## src/rtl/i2c_pkg.sv

```systemverilog
// i2c_pkg: shared states and constants for the I2C EEPROM target
package i2c_pkg;
  localparam int BCNT_W = 4;
  localparam logic I2C_ACK = 1'b0;
  localparam logic I2C_NACK = 1'b1;
  localparam logic [3:0] DEVICE_CTRL_BASE = 4'b1010;
  typedef enum logic [3:0] {IDLE, DEV, DEV_ACK, PTR, PTR_ACK, WR, WR_ACK, RD, RD_ACK, IGNORE} state_t;
endpackage

```

## src/rtl/i2c_line_sync.sv

```systemverilog
// i2c_line_sync: synchronise, filter and edge-detect SCL/SDA into bus events
module i2c_line_sync #(
  parameter int FILT_LEN = 3
) (
  input  logic clk,
  input  logic rst,
  input  logic scl_in,
  input  logic sda_in,
  output logic scl_rise,
  output logic scl_fall,
  output logic start_det,
  output logic stop_det,
  output logic sda_s
);
  logic [1:0] scl_m, sda_m;
  logic [FILT_LEN-1:0] scl_h, sda_h;
  logic scl_f, scl_q, sda_q;
  // a level is accepted only after FILT_LEN equal synchronised samples; idle bus is high
  always_ff @(posedge clk) begin
    if (rst) begin
      scl_m <= '1;
      sda_m <= '1;
      scl_h <= '1;
      sda_h <= '1;
      scl_f <= 1'b1;
      sda_s <= 1'b1;
      scl_q <= 1'b1;
      sda_q <= 1'b1;
    end else begin
      scl_m <= {scl_m[0], scl_in};
      sda_m <= {sda_m[0], sda_in};
      scl_h <= {scl_h[FILT_LEN-2:0], scl_m[1]};
      sda_h <= {sda_h[FILT_LEN-2:0], sda_m[1]};
      scl_f <= (&scl_h) ? 1'b1 : (~|scl_h) ? 1'b0 : scl_f;
      sda_s <= (&sda_h) ? 1'b1 : (~|sda_h) ? 1'b0 : sda_s;
      scl_q <= scl_f;
      sda_q <= sda_s;
    end
  end
  assign scl_rise = scl_f & ~scl_q;
  assign scl_fall = ~scl_f & scl_q;
  assign start_det = scl_f & scl_q & sda_q & ~sda_s;
  assign stop_det = scl_f & scl_q & ~sda_q & sda_s;
endmodule

```

## src/rtl/i2c_eeprom_target.sv

```systemverilog
// i2c_eeprom_target: 24C02-style I2C EEPROM target; define I2C_TARGET_WP_EN for the wp pin
module i2c_eeprom_target
  import i2c_pkg::*;
#(
  parameter logic [6:0] DEV_ADDR = 7'h50,
  parameter int ADDR_W = 8,
  parameter int FILT_LEN = 3
) (
  input  logic clk,
  input  logic rst,
  input  logic scl_in,
  input  logic sda_in,
`ifdef I2C_TARGET_WP_EN
  input  logic wp,
`endif
  output logic sda_oe,
  output logic [ADDR_W-1:0] mem_addr,
  output logic mem_we,
  output logic [7:0] mem_wdata,
  input  logic [7:0] mem_rdata,
  output logic busy
);
  state_t state, state_n;
  logic scl_rise, scl_fall, start_det, stop_det, sda_s;
  logic oe_q, oe_n, rw, inc, wp_en;
  logic [BCNT_W-1:0] bcnt;
  logic [6:0] sr;
  logic [7:0] rbyte, byte_in;
  logic [ADDR_W-1:0] ptr;
  logic last, ack_pend;
`ifdef I2C_TARGET_WP_EN
  assign wp_en = wp;
`else
  assign wp_en = 1'b0;
`endif
  i2c_line_sync #(.FILT_LEN(FILT_LEN)) u_sync (
    .clk(clk), .rst(rst), .scl_in(scl_in), .sda_in(sda_in),
    .scl_rise(scl_rise), .scl_fall(scl_fall), .start_det(start_det),
    .stop_det(stop_det), .sda_s(sda_s)
  );
  assign byte_in = {sr, sda_s};
  assign last = bcnt == BCNT_W'(7);
  assign ack_pend = bcnt == BCNT_W'(8);
  assign mem_addr = ptr;
  assign sda_oe = oe_q & ~rst;
  // state and SDA driver register
  always_ff @(posedge clk) begin
    if (rst) begin
      state <= IDLE;
      oe_q <= 1'b0;
    end else begin
      state <= state_n;
      oe_q <= oe_n;
    end
  end
  // bus conditions win over bit events; SDA only changes on SCL falling edges
  always_comb begin
    state_n = state;
    oe_n = oe_q;
    if (stop_det) begin
      state_n = IDLE;
      oe_n = 1'b0;
    end else if (start_det) begin
      state_n = DEV;
      oe_n = 1'b0;
    end else if (scl_rise) begin
      case (state)
        DEV: if (last) state_n = (byte_in[7:1] == DEV_ADDR) ? DEV_ACK : IGNORE;
        PTR: if (last) state_n = PTR_ACK;
        WR: if (last) state_n = WR_ACK;
        RD_ACK: if (sda_s == I2C_NACK) state_n = IGNORE;
        default: ;
      endcase
    end else if (scl_fall) begin
      case (state)
        DEV_ACK: begin
          oe_n = ack_pend ? ~I2C_ACK : rw ? ~rbyte[7] : 1'b0;
          if (!ack_pend) state_n = rw ? RD : PTR;
        end
        PTR_ACK, WR_ACK: begin
          oe_n = ack_pend ? ~I2C_ACK : 1'b0;
          if (!ack_pend) state_n = WR;
        end
        RD: begin
          oe_n = ack_pend ? 1'b0 : ~rbyte[7];
          if (ack_pend) state_n = RD_ACK;
        end
        RD_ACK: begin
          oe_n = ~rbyte[7];
          state_n = RD;
        end
        default: ;
      endcase
    end
  end
  // shift register, word pointer, memory strobe and read byte capture
  always_ff @(posedge clk) begin
    if (rst) begin
      bcnt <= '0;
      sr <= '0;
      ptr <= '0;
      rw <= 1'b0;
      rbyte <= '0;
      busy <= 1'b0;
      mem_we <= 1'b0;
      mem_wdata <= '0;
      inc <= 1'b0;
    end else begin
      mem_we <= 1'b0;
      inc <= 1'b0;
      if (inc) ptr <= ptr + ADDR_W'(1);
      if (state == DEV_ACK || state == RD_ACK) rbyte <= mem_rdata;
      if (stop_det) begin
        busy <= 1'b0;
      end else if (start_det) begin
        bcnt <= '0;
      end else if (scl_rise) begin
        bcnt <= bcnt + BCNT_W'(1);
        sr <= byte_in[6:0];
        if (state == DEV && last) begin
          rw <= sda_s;
          if (byte_in[7:1] == DEV_ADDR) busy <= 1'b1;
        end
        if (state == PTR && last) ptr <= ADDR_W'(byte_in);
        if (state == WR && last) begin
          mem_wdata <= byte_in;
          mem_we <= ~wp_en;
          inc <= 1'b1;
        end
        if (state == RD) rbyte <= {rbyte[6:0], 1'b0};
        if (state == RD_ACK && sda_s == I2C_ACK) ptr <= ptr + ADDR_W'(1);
      end else if (scl_fall && state_n != state) begin
        bcnt <= '0;
      end
    end
  end
endmodule

```

## config.mk

```make
export PLATFORM = sky130hd
export DESIGN_NAME = i2c_eeprom_target
export DESIGN_NICKNAME = d
export VERILOG_FILES = /design/src/rtl/i2c_pkg.sv /design/src/rtl/i2c_line_sync.sv /design/src/rtl/i2c_eeprom_target.sv
export SDC_FILE = /design/constraint.sdc
export NUM_CORES = 1
export LEC_CHECK = 0
export CORE_MARGIN = 5
export CORE_UTILIZATION = 41
export DETAILED_ROUTE_END_ITERATION = 10
export PLACE_DENSITY = 0.65
export SYNTH_ARGS = -nofsm -noshare
export SYNTH_HDL_FRONTEND = slang
export SYNTH_SLANG_ARGS = --single-unit
export TNS_END_PERCENT = 50
```

## constraint.sdc

```tcl
create_clock -name clk -period 2.26 [get_ports clk]
set_input_delay 0.226 -clock clk [delete_from_list [all_inputs] [get_ports clk]]
set_output_delay 0.226 -clock clk [all_outputs]
set_load 0.005 [all_outputs]
```

== Word-level counts from Yosys, hierarchy flattened ==
Cells that the tools add are included.
Operators by class
  $add $sub $neg: 2
  equal/unequal tests: 12
  multiplexer cells: 35
  bitwise logic cells: 17
  reduce and logical (&&, ||, !) cells: 24
Operators with widths (number)
  $mux W8: 11
  $mux W4: 15
  $pmux W4 S4: 2
  $eq A4 B3 Y1 const B: 5
  $reduce_and A3 Y1: 4
  $reduce_and A4 Y1: 3
  $not A1 Y1: 9
  $reduce_or A3 Y1: 3
  $add A8 B1 Y8 const B: 1
  $and A1 B1 Y1: 8
  $eq A4 B2 Y1 const B: 2
  $eq A4 B4 Y1 const B: 2
  $reduce_or A2 Y1: 4
  $eq A7 B7 Y1 const B: 1
  $logic_and A1 B1 Y1: 5
  $mux W1: 5
  $add A4 B1 Y4 const B: 1
  $eq A4 B1 Y1 const B: 1
  $ne A4 B4 Y1: 1
  $pmux W1 S4: 1
  $reduce_bool A4 Y1: 1
  $reduce_or A4 Y1: 1
  $mux W3: 1
  $reduce_bool A3 Y1: 1
  2 further kinds: 2
Word-level totals
  flip-flop bits (word level): 57
  input bits: 12
  logic and storage cells: 108

== Depth between registers and ports, before layout ==
  depth in word-level cells: 12
  depth in mapped cells: 9

== Hierarchy ==
From an unflattened synthesis, not the netlist that was laid out.
Second synthesis, totals
  cells, all modules: 357
  area total of the unflattened synthesis: 3001.6 um^2
By module, submodules not included
  i2c_eeprom_target: times used 1, cells each 317, area each 2543.7 um^2, sequential area each 860.8 um^2
  i2c_line_sync: times used 1, cells each 40, area each 457.9 um^2, sequential area each 280.3 um^2

== Least setup slack after synthesis ==
No wires, ideal clock.
  path type: register -> register
  start: reg bcnt[0]
  end: reg bcnt[0]
  arrival: 2.101 ns
  data required time: 2.164 ns
  path slack: 0.063 ns
  stages on the path, launching flop included: 10
  buffers on the path: 1
  clock period less this slack: 2.197 ns
  cell sequence: dfxtp_1 -> inv_1 -> ha_1 -> and3b_1 -> buf_4 -> a2111oi_1 -> a2111o_1 -> a31oi_1 -> a2111o_1 -> o41ai_2
On the way
  longest elaborated chain between the ends: 11
RTL lines
  start, declared: RTL line i2c_eeprom_target.sv:26  | logic [BCNT_W-1:0] bcnt;
  start signal, assigned: RTL line i2c_eeprom_target.sv:118  | bcnt <= bcnt + BCNT_W'(1);
  $eq A4 B4 Y1: RTL line i2c_eeprom_target.sv:43  | assign ack_pend = bcnt == BCNT_W'(8);
  $mux W4, on equally long branches: RTL line i2c_eeprom_target.sv:86, i2c_eeprom_target.sv:78, i2c_eeprom_target.sv:82
  $pmux W4 S4: RTL line i2c_eeprom_target.sv:75  | case (state)
  $mux W4: RTL line i2c_eeprom_target.sv:74  | end else if (scl_fall) begin
  $mux W4: RTL line i2c_eeprom_target.sv:66  | end else if (scl_rise) begin
  $mux W4: RTL line i2c_eeprom_target.sv:63  | end else if (start_det) begin
  $mux W4: RTL line i2c_eeprom_target.sv:60  | if (stop_det) begin
  $ne A4 B4 Y1: RTL line i2c_eeprom_target.sv:132  | end else if (scl_fall && state_n != state) begin
  $logic_and A1 B1 Y1: RTL line i2c_eeprom_target.sv:132
  $reduce_bool A3 Y1 (no source line)
  $reduce_and A2 Y1 (no source line)
Parallel ways exist; a longest one is shown, timed or not.
A chain may end at the register's enable or synchronous reset.

== Worst setup path after layout ==
  start: reg bcnt[0]
  end: reg bcnt[1]
The elaborated chain is that of the path after synthesis.

==> results.sh <==
export IMPL_cts_tree="done"
export IMPL_grt_pass1_vias=2722
export IMPL_ys_flop_type="dfxtp_1"
export IMPL_core_area_um2=7176
export IMPL_clock_skew_ns=0.006909
export IMPL_r2r_end="bcnt[1]$_SDFFE_PP0P_"
export IMPL_arrival_ns=2.48
export IMPL_final_antenna_net_count=0
export IMPL_ys_seq_area_share_pct=38.37
export IMPL_synth_seq_cells=57
export IMPL_die_area_um2=9057
export IMPL_routedWlPerCell_um=15.20
export IMPL_vdd_drop_max_mv=0.6246
export IMPL_layout_common_cells="dfxtp_1, nor2_1, buf_4"
export IMPL_ff2ff_setup_slack_ns=0.04
export IMPL_hold_slack_ns=0.2059
export IMPL_syn_inst=366
export IMPL_finalSetupViolCount=0
export IMPL_power_w=0.002039
export IMPL_die_w_um=95.17
export IMPL_min_to="oe_q$_SDFFE_PP0P_"
export IMPL_num_vias=2933
export IMPL_cts_max_level=3
export IMPL_syn_cell_area_um2=2974
export IMPL_drc=0
export IMPL_via_per_inst=5.565
export IMPL_async_reset_ff_share_pct=0
export IMPL_final_common_cell="dfxtp_1"
export IMPL_synth_edf_count=0
export IMPL_finalHoldViolCount=0
export IMPL_p_sw_w=0.0004596
export IMPL_slew_viol_final=0
export IMPL_leakage_nw=1.491
export IMPL_hold_path_class="input pin to register"
export IMPL_endpoint_kind="register"
export IMPL_cp_max_fo=4
export IMPL_final_util_pct=53.20
export IMPL_drtIter0Drc=276
export IMPL_r2r_start="bcnt[0]$_SDFFE_PP0P_"
export IMPL_place_ws_ns=-0.0004388
export IMPL_antenna_found_initial=0
export IMPL_dpl_hpwl_um=5579
export IMPL_postLayoutSetupSlackWorst_ns=0.03743
export IMPL_status="complete, no violations"
export IMPL_drive_gt1_share_pct=20.09
export IMPL_rsz0062_at_grt="true"
export IMPL_power_density_nw_per_um2=534.2
export IMPL_seq_area_um2=1146
export IMPL_cts_buffers=9
export IMPL_place_congestion=0.9635
export IMPL_start_util_pct=41.45
export IMPL_max_freq_ghz=0.4499
export IMPL_ios=31
export IMPL_area_delta_synth_final_pct=28.36
export IMPL_cp_start_kind="register"
export IMPL_p_comb_share_pct=4.0
export IMPL_fillers=659
export IMPL_layout_nets=439
export IMPL_reg2reg_depth=8
export IMPL_required_ns=2.51
export IMPL_power_frac_seq_pct=49.8
export IMPL_whs_path_depth=2
export IMPL_drtPass1Iterations=5
export IMPL_grt_max_degree=47
export IMPL_die_h_um=95.17
export IMPL_synth_fp_nets=381
export IMPL_avgSynthCellArea_um2=8.126
export IMPL_path_clk_slew_ns=0.07
export IMPL_numPortBuffers=30
export IMPL_cap_violations=0
export IMPL_clockBufferDepth=2
export IMPL_criticalPathCategory="register to register"
export IMPL_ys_types=57
export IMPL_p_int_w=0.001580
export IMPL_slew_limit_headroom_pct=63.92
export IMPL_multiInputGateArea_um2=1735
export IMPL_n_antenna_cell=0
export IMPL_fin_crit_sh_pct=98.34
export IMPL_final_area_um2=3817
export IMPL_clk_latency_ns=0.33
export IMPL_p_clk_share_pct=46.2
export IMPL_ys_warnings_count=0
export IMPL_grt_remaining_overflow=0
export IMPL_cts_root_buf="clkbuf_8"
export IMPL_wl_um=8010
export IMPL_hp_start="rst"
export IMPL_numClockSinks=57
export IMPL_dpl_cell_area_um2=3555
export IMPL_fin_crit_ns=2.223
export IMPL_p_sw_share_pct=22.54
export IMPL_grt_usage_pct=18.34
export IMPL_cp_startpoint="bcnt[0]$_SDFFE_PP0P_"
export IMPL_num_rows=31
export IMPL_tightest_slew_ns=0.5404
export IMPL_grt_pass1_wl_um=13140
worst max-delay path by stage:
stage	slack (ns)	depth (start not counted)	to
global route	-0.06	8	bcnt[1]$_SDFFE_PP0P_
detailed placement	-0.0004	7	bcnt[0]$_SDFFE_PP0P_
CTS	-0.0007	8	bcnt[0]$_SDFFE_PP0P_
global placement	0.08	7	bcnt[0]$_SDFFE_PP0P_
floorplan	0.06	9	bcnt[0]$_SDFFE_PP0P_
finish	0.04	8	bcnt[1]$_SDFFE_PP0P_
power groups by stage:
| stage | sequential (W) | combinational [W] | clock, W |
|---|---|---|---|
| 2_1_floorplan | 0.00104 | 0.0000433 | 0 |
| 3_3_place_gp | 0.00104 | 0.0000772 | 0 |
| 3_5_place_dp | 0.00104 | 0.0000774 | 0 |
| 4_1_cts | 0.00102 | 0.0000782 | 0.000967 |
| 5_1_grt | 0.00102 | 0.0000886 | 0.00102 |
| 6_report | 0.00102 | 0.0000819 | 0.000941 |
cell families (layout without fill, tap and decap cells):
family,count (synthesis),in the layout,synth area share (%)
xor+xnor,9,9,2.650
compound gates,102,102,22.30
simple gates,147,147,25.16
mux,18,18,6.100
flops,57,57,38.37
fa+ha+maj,3,3,1.262
buf+inv,30,92,4.164
Yosys cell counts (all sizes together), types with 4 or more instances:
cell type,n,share of area (%)
dfxtp,57,38
nor2,42,5.3
a21oi,38,6.5
nand2,33,4.2
mux2i,17,5.7
clkbuf,16,2.0
or2,16,3.4
a211oi,15,3.8
o21ai,12,2.0
nand3,11,1.9
nor3,9,1.5
inv,7,0.88
nand2b,7,1.5
o22ai,7,1.5
and3,6,1.3
buf,6,1.1
o211ai,5,1.3
xor2,5,1.5
a31oi,4,0.84
nor2b,4,0.84
nor4,4,1.3
o21bai,4,1.0
xnor2,4,1.2
metrics by stage:
| step | std cells | setup TNS [ns] |
|---|---|---|
| final | 527 | 0 |
| after global routing | 527 | -0.07959 |
| after CTS | 522 | -0.0007072 |
| after detailed placement | 507 | -0.0004388 |
| after global placement | 507 | 0 |
| after floorplan | 366 | 0 |
cell type report:
cell class | instances | area share [%]
multi-input combinational | 279 | 45.46
sequential | 57 | 30.02
clock buffer | 10 | 3.605
tap | 99 | 3.245
clock inverter | 5 | 1.475
inverter | 8 | 0.7866
timing repair buffer | 69 | 15.40
metal layers:
metal	up-vias	wire, um	track usage [%]
met2	113	3618	28.10
met4	0	144	5.769
met1	1369	3687	24.77
met5	-	0	0
met3	17	560	5.367
li1	1434	-	-
flip-flops by register name (all words and copies together), names as in the netlist:
register      flops
bcnt              4
busy              1
inc               1
mem_addr          8
mem_wdata         8
oe_q              1
rbyte             8
rw                1
sr                7
state             4
u_sync.scl_f      1
u_sync.scl_h      3
u_sync.scl_m      2
u_sync.scl_q      1
u_sync.sda_h      3
u_sync.sda_m      2
u_sync.sda_q      1
u_sync.sda_s      1
critical path: stages (launching register included):
cell	delay, ns
dfxtp_2	0.35
ha_2	0.19
nand3b_1	0.15
or2_1	0.27
o311ai_1	0.25
a31oi_1	0.12
a2111o_1	0.47
buf_4	0.17
o22ai_1	0.17
repair_timing:
| item | CTS | global route |
|---|---|---|
| resized for setup | 2 | 9 |
| endpoints found under the setup margin | 2 | 8 |
| pin swaps | 1 | 6 |
| hold buffers | 0 | 0 |
| setup buffers | 0 | 5 |
Note: power is estimated with default switching activity, not from simulation.
